==> config.mk <==
export PLATFORM = sky130hd
export DESIGN_NAME = instr_encoder
export DESIGN_NICKNAME = d
export VERILOG_FILES = /design/src/rtl/instr_encoder.sv
export SDC_FILE = /design/constraint.sdc
export NUM_CORES = 1
export LEC_CHECK = 0
export BUFFER_PORTS_ARGS = -buffer_cell sky130_fd_sc_hd__buf_2
export CORE_UTILIZATION = 47
export CTS_CLUSTER_DIAMETER = 80
export DETAILED_ROUTE_END_ITERATION = 10
export HOLD_SLACK_MARGIN = 0.15
export PLACE_DENSITY_LB_ADDON = 0.08
export SYNTH_ARGS = -nofsm -noshare
export SYNTH_HDL_FRONTEND = slang
export SYNTH_SLANG_ARGS = --single-unit
==> constraint.sdc <==
create_clock -name clk -period 1.8 [get_ports clk]
set_input_delay 0.18 -clock clk [delete_from_list [all_inputs] [get_ports clk]]
set_output_delay 0.18 -clock clk [all_outputs]
set_load 0.01 [all_outputs]
==> src/rtl/instr_encoder.sv <==
// instr_encoder: packs RV32I instruction descriptions (R/I/S/B/U/J) into
// 32-bit words and streams them into instruction memory at consecutive
// word addresses, one load session per start pulse.
// Optional feature: define INSTR_ENCODER_RANGE_CHECK_EN to drop requests
// whose immediate does not fit the selected format's field.
module instr_encoder #(
   parameter int unsigned ADDR_WIDTH = 10
) (
   input  logic                  clk,
   input  logic                  rstn,
   input  logic                  start,
   input  logic                  in_valid,
   output logic                  in_ready,
   input  logic [2:0]            in_format,
   input  logic [6:0]            in_opcode,
   input  logic [2:0]            in_funct3,
   input  logic [6:0]            in_funct7,
   input  logic [4:0]            in_rd,
   input  logic [4:0]            in_rs1,
   input  logic [4:0]            in_rs2,
   input  logic [31:0]           in_imm,
   output logic                  imem_wren,
   input  logic                  imem_ready,
   output logic [ADDR_WIDTH-1:0] imem_addr,
   output logic [31:0]           imem_wdata,
   output logic [ADDR_WIDTH:0]   count,
   output logic                  busy,
   output logic                  done,
   output logic                  err
);

   typedef enum logic [1:0] {
      S_IDLE = 2'd0,
      S_RUN  = 2'd1,
      S_FULL = 2'd2
   } state_t;

   localparam logic [ADDR_WIDTH-1:0] LAST_ADDR = '1;

   localparam logic [2:0] FMT_R = 3'd0;
   localparam logic [2:0] FMT_I = 3'd1;
   localparam logic [2:0] FMT_S = 3'd2;
   localparam logic [2:0] FMT_B = 3'd3;
   localparam logic [2:0] FMT_U = 3'd4;
   localparam logic [2:0] FMT_J = 3'd5;

   state_t                state_q, state_d;
   logic [ADDR_WIDTH-1:0] ptr_q, ptr_d;
   logic [ADDR_WIDTH:0]   count_q, count_d;
   logic                  err_q, err_d;
   logic                  wren_q, wren_d;
   logic [31:0]           wdata_q, wdata_d;

   logic                  ready_int;
   logic                  accept;
   logic                  handshake;
   logic                  last_pending;
   logic                  is_shift;
   logic                  fmt_ok;
   logic                  range_ok;
   logic [31:0]           enc_word;

   assign is_shift     = (in_opcode == 7'b0010011) &&
                         ((in_funct3 == 3'b001) || (in_funct3 == 3'b101));
   assign handshake    = wren_q & imem_ready;
   // once the word for the last address is pending nothing more can be stored
   assign last_pending = wren_q & (ptr_q == LAST_ADDR);
   assign accept       = in_valid & ready_int;

   // Field packing for each instruction format; illegal formats flag fmt_ok=0
   always_comb begin
      enc_word = '0;
      fmt_ok   = 1'b1;
      case (in_format)
         FMT_R: enc_word = {in_funct7, in_rs2, in_rs1, in_funct3, in_rd, in_opcode};
         FMT_I: begin
            if (is_shift) begin
               enc_word = {in_funct7, in_imm[4:0], in_rs1, in_funct3, in_rd, in_opcode};
            end else begin
               enc_word = {in_imm[11:0], in_rs1, in_funct3, in_rd, in_opcode};
            end
         end
         FMT_S: enc_word = {in_imm[11:5], in_rs2, in_rs1, in_funct3, in_imm[4:0], in_opcode};
         FMT_B: enc_word = {in_imm[12], in_imm[10:5], in_rs2, in_rs1, in_funct3,
                            in_imm[4:1], in_imm[11], in_opcode};
         FMT_U: enc_word = {in_imm[31:12], in_rd, in_opcode};
         FMT_J: enc_word = {in_imm[20], in_imm[10:1], in_imm[11], in_imm[19:12],
                            in_rd, in_opcode};
         default: fmt_ok = 1'b0;
      endcase
   end

`ifdef INSTR_ENCODER_RANGE_CHECK_EN
   // Immediate must be representable in the format's field without truncation
   always_comb begin
      range_ok = 1'b1;
      case (in_format)
         FMT_I: begin
            if (is_shift) begin
               range_ok = ~|in_imm[31:5];
            end else begin
               range_ok = (&in_imm[31:11]) | (~|in_imm[31:11]);
            end
         end
         FMT_S: range_ok = (&in_imm[31:11]) | (~|in_imm[31:11]);
         FMT_B: range_ok = ((&in_imm[31:12]) | (~|in_imm[31:12])) & ~in_imm[0];
         FMT_U: range_ok = ~|in_imm[11:0];
         FMT_J: range_ok = ((&in_imm[31:20]) | (~|in_imm[31:20])) & ~in_imm[0];
         default: range_ok = 1'b1;
      endcase
   end
`else
   assign range_ok = 1'b1;
`endif

   // FSM state register
   always_ff @(posedge clk) begin
      if (!rstn) begin
         state_q <= S_IDLE;
      end else begin
         state_q <= state_d;
      end
   end

   // FSM next state: start (re)opens a session, last-address write ends it
   always_comb begin
      state_d = state_q;
      case (state_q)
         S_IDLE: if (start) state_d = S_RUN;
         S_RUN: begin
            if (start) begin
               state_d = S_RUN;
            end else if (handshake && (ptr_q == LAST_ADDR)) begin
               state_d = S_FULL;
            end
         end
         S_FULL: if (start) state_d = S_RUN;
         default: state_d = S_IDLE;
      endcase
   end

   // FSM outputs
   always_comb begin
      ready_int = (state_q == S_RUN) & (~wren_q | imem_ready) & ~start & ~last_pending;
      busy      = (state_q == S_RUN);
      done      = (state_q == S_FULL);
   end

   // Datapath next values: a handshake retires the held word and a new
   // request may load the output register on the same edge at ptr+1
   always_comb begin
      ptr_d   = ptr_q;
      count_d = count_q;
      err_d   = err_q;
      wren_d  = wren_q;
      wdata_d = wdata_q;
      if (start) begin
         ptr_d   = '0;
         count_d = '0;
         err_d   = 1'b0;
         wren_d  = 1'b0;
      end else begin
         if (handshake) begin
            count_d = count_q + 1'b1;
            wren_d  = 1'b0;
            if (ptr_q != LAST_ADDR) begin
               ptr_d = ptr_q + 1'b1;
            end
         end
         if (accept) begin
            if (fmt_ok && range_ok) begin
               wren_d  = 1'b1;
               wdata_d = enc_word;
            end else begin
               err_d = 1'b1;
            end
         end
      end
   end

   // Datapath registers
   always_ff @(posedge clk) begin
      if (!rstn) begin
         ptr_q   <= '0;
         count_q <= '0;
         err_q   <= 1'b0;
         wren_q  <= 1'b0;
         wdata_q <= '0;
      end else begin
         ptr_q   <= ptr_d;
         count_q <= count_d;
         err_q   <= err_d;
         wren_q  <= wren_d;
         wdata_q <= wdata_d;
      end
   end

   assign in_ready   = ready_int;
   assign imem_wren  = wren_q;
   assign imem_addr  = ptr_q;
   assign imem_wdata = wdata_q;
   assign count      = count_q;
   assign err        = err_q;

endmodule

* Word-level counts from Yosys, hierarchy flattened
Cells that the tools add are included.
Storage, ports and cells: flip-flop bits (word level) 57, logic and storage cells 56, output and inout port bits 58
Cells by class: $add $sub $neg 2, muxes and demuxes 10, reduce and logical (&&, ||, !) cells 12, bitwise operators 12, equality and inequality tests 14
Operators with widths (number):
- $pmux 32 s6 | 1
- $mux 32 | 1
- $add 11x1->11 const B | 1
- $add 10x1->10 const B | 1
- $eq 10x10->1 const B | 1
- $ne 10x10->1 const B | 1
- $eq 3x3->1 const B | 3
- $eq 7x5->1 const B | 1
- $and 1x1->1 | 6
- $eq 3x1->1 const B | 2
- $eq 3x2->1 const B | 2
- $mux 2 | 3
- $reduce_and 2->1 | 3
- $reduce_or 6->1 | 1
- $not 1->1 | 5
- $mux 1 | 4
- $pmux 2 s2 | 1
- $reduce_or 2->1 | 2
- $logic_not 3->1 | 1
- $ne 3x2->1 const B | 1
- $reduce_and 3->1 | 1
- $eq 2x1->1 const B | 1
- $eq 2x2->1 const B | 1
- $logic_and 1x1->1 | 2
- other kinds (4) | 4

* Logic depth before layout (Yosys ltp)
depth in word-level cells 7, depth in mapped cells 7, mapped depth without buffers 5

* Worst setup path before layout
No wires, ideal clock.
path kind register -> output, start point register ptr_q[0], in the netlist imem_addr[0], end point output in_ready, setup slack 132 ps, arrival 1488 ps, required time 1620 ps, path buffers 1, cell stages (with the launch flop) 6, cell sequence dfxtp_1 > ha_1 > and2_0 > nand4_2 > clkbuf_1 > and2_1
On the way: word-level cells in the longest chain between the ends 4
RTL lines:
- start, declared | line 48 | logic [ADDR_WIDTH-1:0] ptr_q, ptr_d;
- start signal, assigned | line 190 | ptr_q <= ptr_d;
- $eq 10x10->1 | line 67 | assign last_pending = wren_q & (ptr_q == LAST_ADDR);
- $and 1x1->1 | line 67
- $not 1->1 | line 144 | ready_int = (state_q == S_RUN) & (~wren_q | imem_ready) & ~start & ~last_pending;
- $and 1x1->1 | line 144
- end, declared | line 13 | output logic in_ready,
Every way passes these cells.

* Final worst setup path
start point input in_opcode[2], end point register wdata_q[29], in the netlist imem_wdata[29]
On the way: word-level cells in the longest chain between the ends 4
RTL lines:
- start, declared | line 15 | input logic [6:0] in_opcode,
- $eq 7x5->1 | line 63 | assign is_shift = (in_opcode == 7'b0010011) &&
- $logic_and 1x1->1 | line 63
- $mux 32 | line 77 | if (is_shift) begin
- $pmux 32 s6 | line 74 | case (in_format)
- end signal, assigned | line 194 | wdata_q <= wdata_d;
- end, declared | line 52 | logic [31:0] wdata_q, wdata_d;
Every way passes these cells. A chain may end at the register's enable or synchronous reset.

==> summary.txt <==
Timing
  • Total Negative Setup Slacks: 0 ns
  • Actual slew at the worst max-slew pin: between 0.5 and 0.6 ns
  • Maximum operating frequency: about 590 MHz
  • Count of pins over their slew limit: 0
  • Unrepaired setup endpoints after global routing: false
  • Total count of hold-check failures in the final report: 0
  • Ratio of final minimum period to clock period: 0.944
  • Worst setup skew after layout: 0.0105 ns
  • Crit path time final: 1.70 ns
  • Smallest setup slack after layout: 0.101 ns
  • Final setup violation count: 0
  • Worst slew margin relative to its limit: 0.663

Layout
  • Multi-input gate area in the final layout: 1680 µm²
  • Number of filler instances in the final layout: 570
  • Fraction of layout cells with a size suffix above 1: 0.366
  • Number of nets in the finished design: ~570
  • Antenna diode instance count: 0
  • Synth-to-layout area growth: 38.5%
  • Seq. cell area: 1140 µm²

Yosys
  • Post-Synthesis Mean Instance Area: between 8 and 9 µm²
  • Synthesized flop and latch total: 57
  • Number of flops mapped to enable cells by yosys: 0
  • Most area-consuming cells after synthesis: dfxtp_1, a21oi_1, a211oi_1
  • Yosys cell types: 47
  • Part of the Yosys area used for sequential elements: 0.386
  • Post-Synthesis Net Count: 422
  • Largest area contributor in the synthesized netlist: dfxtp_1
  • Yosys warning total: 0
  • Post-Synthesis Cells: approximately 350
  • Main synth FF type: dfxtp_1
  • Cell Area, Synth: ~3000 µm²
  • Share of Yosys cell area claimed by the top area cell type: 0.386
  • Fraction of registers with async set/reset: 0

Worst setup path
  • Maximum fanout along the worst path: 6
  • Crit path DAT: 1.90 ns
  • Largest stage delay, worst path: roughly 0.6 ns
  • Worst r2r src: imem_wren
  • Crit path required time: approximately 2 ns
  • Class of the most critical setup path: input port to register
  • Setup crit end kind: register
  • Slowest cell on the critical path: or4_4
  • Chain of cells forming the critical path: dlygate4sd3_1 -> buf_2 -> nand2b_1 -> or4_4 -> nand3_1 -> a311oi_1
  • Number of cells traversed by the worst register-to-register path: 4
  • Crit start category: input port
  • Reg-to-reg endpoint: imem_addr[5]
  • Reg-to-reg setup timing slack: 0.20 ns

Routing
  • DR vias/cell: between 5 and 6
  • DRC violation count after routing: 0
  • ANT nets after route: 0
  • Detailed-routing iteration count for the pre-antenna-repair pass: 4
  • Detailed-route wire length: approximately 8400 µm
  • Total number of vias: ~3200
  • First DRT Iteration DRCs: between 100 and 150
  • Average routed wire per standard cell: 14.5 µm

Power
  • Leakage dissipation: about 0.0018 µW
  • Power density over the cells: about 650 nW/µm²
  • Highest ir drop seen on vdd: 0.360 mV

Floorplanning
  • Cell row count: 28
  • Core region area: between 5000 and 6000 µm²
  • IO Count: 130
  • DIE WIDTH: a little over 80 µm
  • Die outline height: 81.3 µm
  • Initial standard-cell utilization of the core: 0.493
  • Die outline area: 6600 µm²

Clock tree
  • Post-CTS clock slew at the launch and capture registers of the worst setup and hold paths: ~0.060 ns
  • Clock root buffer master: clkbuf_8
  • Maximum level of the CTS H-tree: 3
  • CTS tree: built
  • Num Clock Sinks: 57
  • Clock buffer count from CTS: 9
  • Clk_lat worst skew: around 0.33 ns
  • Largest buffer count on any clock path: 2

Placement
  • Detailed Place HPWL: 5880 µm
  • IO buf count: about 130
  • Setup slack at placement: 0.0799 ns
  • GPL Wtd Cong: between 0.7 and 0.8

GRT
  • Total GRT Usage: 0.255
  • Number of global-route vias before repair: approximately 2700
  • First-pass GRT wire length: between 10000 and 15000 µm
  • Maximum number of pins on one net before global-route repair: 34
  • Overall overflow remaining after global route: 0
  • Initial antenna violation count: 0

Run
  • Max-cap violation count: 0

Run status
  • Outcome: finished, final reports clean

Worst hold path
  • Capture endpoint of the worst hold path: imem_wdata[14]
  • Tightest Hold Check Type: input port to register
  • Hold Path Depth: 3
  • Hold path startpoint: in_imm[14]
==> worst max-delay path, delay by kind of cell <==
kind	cells	cell delay, ns
simple gates	3	0.94
compound gates	1	0.10
buf+inv	2	0.67
==> kinds of logic after synthesis <==
group	after synthesis	share of synthesized area
flip-flops	57	0.386
AO/OA/AOI/OAI	118	0.249
multiplexers	14	0.0487
buffers and inverters	30	0.0547
XOR/XNOR	10	0.0297
adder cells (fa/ha/maj)	2	0.00847
AND/OR/NAND/NOR	117	0.223
==> sequential cells by signal (all words and copies together) (netlist names) <==
register and count:
imem_addr 10, count 11, state_q 2, imem_wren 1
err 1, imem_wdata 32
==> worst max-delay path by stage <==
stage / start / end / slack (ns) / cells past startpoint
floorplan: imem_addr[0] / in_ready / 0.13 / 5
detailed placement: in_opcode[5] / imem_wdata[29] / 0.08 / 6
global placement: in_opcode[5] / imem_wdata[25] / 0.15 / 6
finish: in_opcode[2] / imem_wdata[29] / 0.10 / 6
global route: imem_addr[6] / imem_addr[3] / 0.004 / 5
CTS: imem_addr[0] / in_ready / 0.0008 / 5
==> per-stage QoR <==
step	util	power, µW	hold slack (ns)	std cells	instance area, µm²
after CTS	0.676	2680	0.171	575	4050
final	0.683	2660	0.188	578	4090
after global routing	0.683	2760	0.179	578	4090
after detailed placement	0.624	1690	0.448	546	3740
after global placement	0.624	1690	0.434	546	3740
after floorplan	-	1530	0.328	348	2950
==> power breakdown <==
group          internal (µW)  switching (µW)  leakage (µW)  total, µW
logic                    197             192       0.00123        390
registers               1290            15.0      0.000463       1300
clock network            476             486     0.0000778        962
==> cells in the mapped netlist (3+ instances only) <==
| master | n |
|---|---|
| a211oi_1 | 19 |
| a21oi_1 | 56 |
| a22o_1 | 4 |
| a22oi_1 | 10 |
| a311oi_1 | 8 |
| a31oi_1 | 3 |
| and3_1 | 4 |
| and4_1 | 5 |
| buf_2 | 9 |
| buf_6 | 4 |
| clkbuf_1 | 11 |
| dfxtp_1 | 57 |
| inv_1 | 3 |
| mux2_2 | 3 |
| mux2i_1 | 11 |
| nand2_1 | 18 |
| nand2b_1 | 3 |
| nand3_1 | 20 |
| nand4_1 | 4 |
| nor2_1 | 24 |
| nor2b_1 | 12 |
| nor3_1 | 3 |
| o21ai_0 | 12 |
| o31ai_1 | 3 |
| or3_1 | 5 |
| or4_1 | 3 |
| xnor2_1 | 4 |
| xor2_1 | 6 |
==> area by class of cell <==
cell class / instances / area share
multi-input combinational: 261 / 0.410
clock inverter: 4 / 0.00551
clock buffer: 10 / 0.0312
inverter: 3 / 0.00275
sequential: 57 / 0.280
timing repair buffer: 168 / 0.248
tap: 75 / 0.0229
==> per-layer routing <==
metal | global-route usage | up-vias | wire length [µm]
li1 | - | 1599 | -
met1 | 0.337 | 1434 | 3930
met2 | 0.408 | 109 | 3870
met3 | 0.0483 | 13 | 458
met4 | 0.0982 | 0 | 121
met5 | 0 | - | 0
==> timing repair <==
action / CTS / global route
hold buffers: 15 / 0
gates resized for setup: 6 / 7
pin swaps: 0 / 1
endpoints found under the hold margin: 15 / 0
setup buffers: 0 / 3
setup endpoints to repair: 1 / 8
==> placed cells by master (no fill, tap or decap), types with 2 or more instances in the layout <==
cell type / instances
buf_4: 21
and4_1: 4
or2_2: 2
clkinv_2: 3
nor3b_1: 2
o31ai_1: 3
a21oi_1: 56
nand4_1: 4
nand2b_1: 3
xnor2_1: 4
clkbuf_8: 9
buf_2: 129
and3_1: 3
nor2b_1: 12
nor3_1: 3
a31oi_1: 3
a311oi_1: 8
xor2_1: 6
inv_1: 3
nor2_1: 24
mux2i_1: 11
nand2_1: 18
a22o_1: 4
a211oi_1: 19
nand3_1: 20
mux2_2: 3
or4_1: 2
dfxtp_2: 3
and2_1: 2
buf_12: 3
dlygate4sd3_1: 15
a22oi_1: 10
or3_1: 5
dfxtp_1: 54
o21ai_0: 12
No activity file was read; power rests on OpenSTA's default activity.
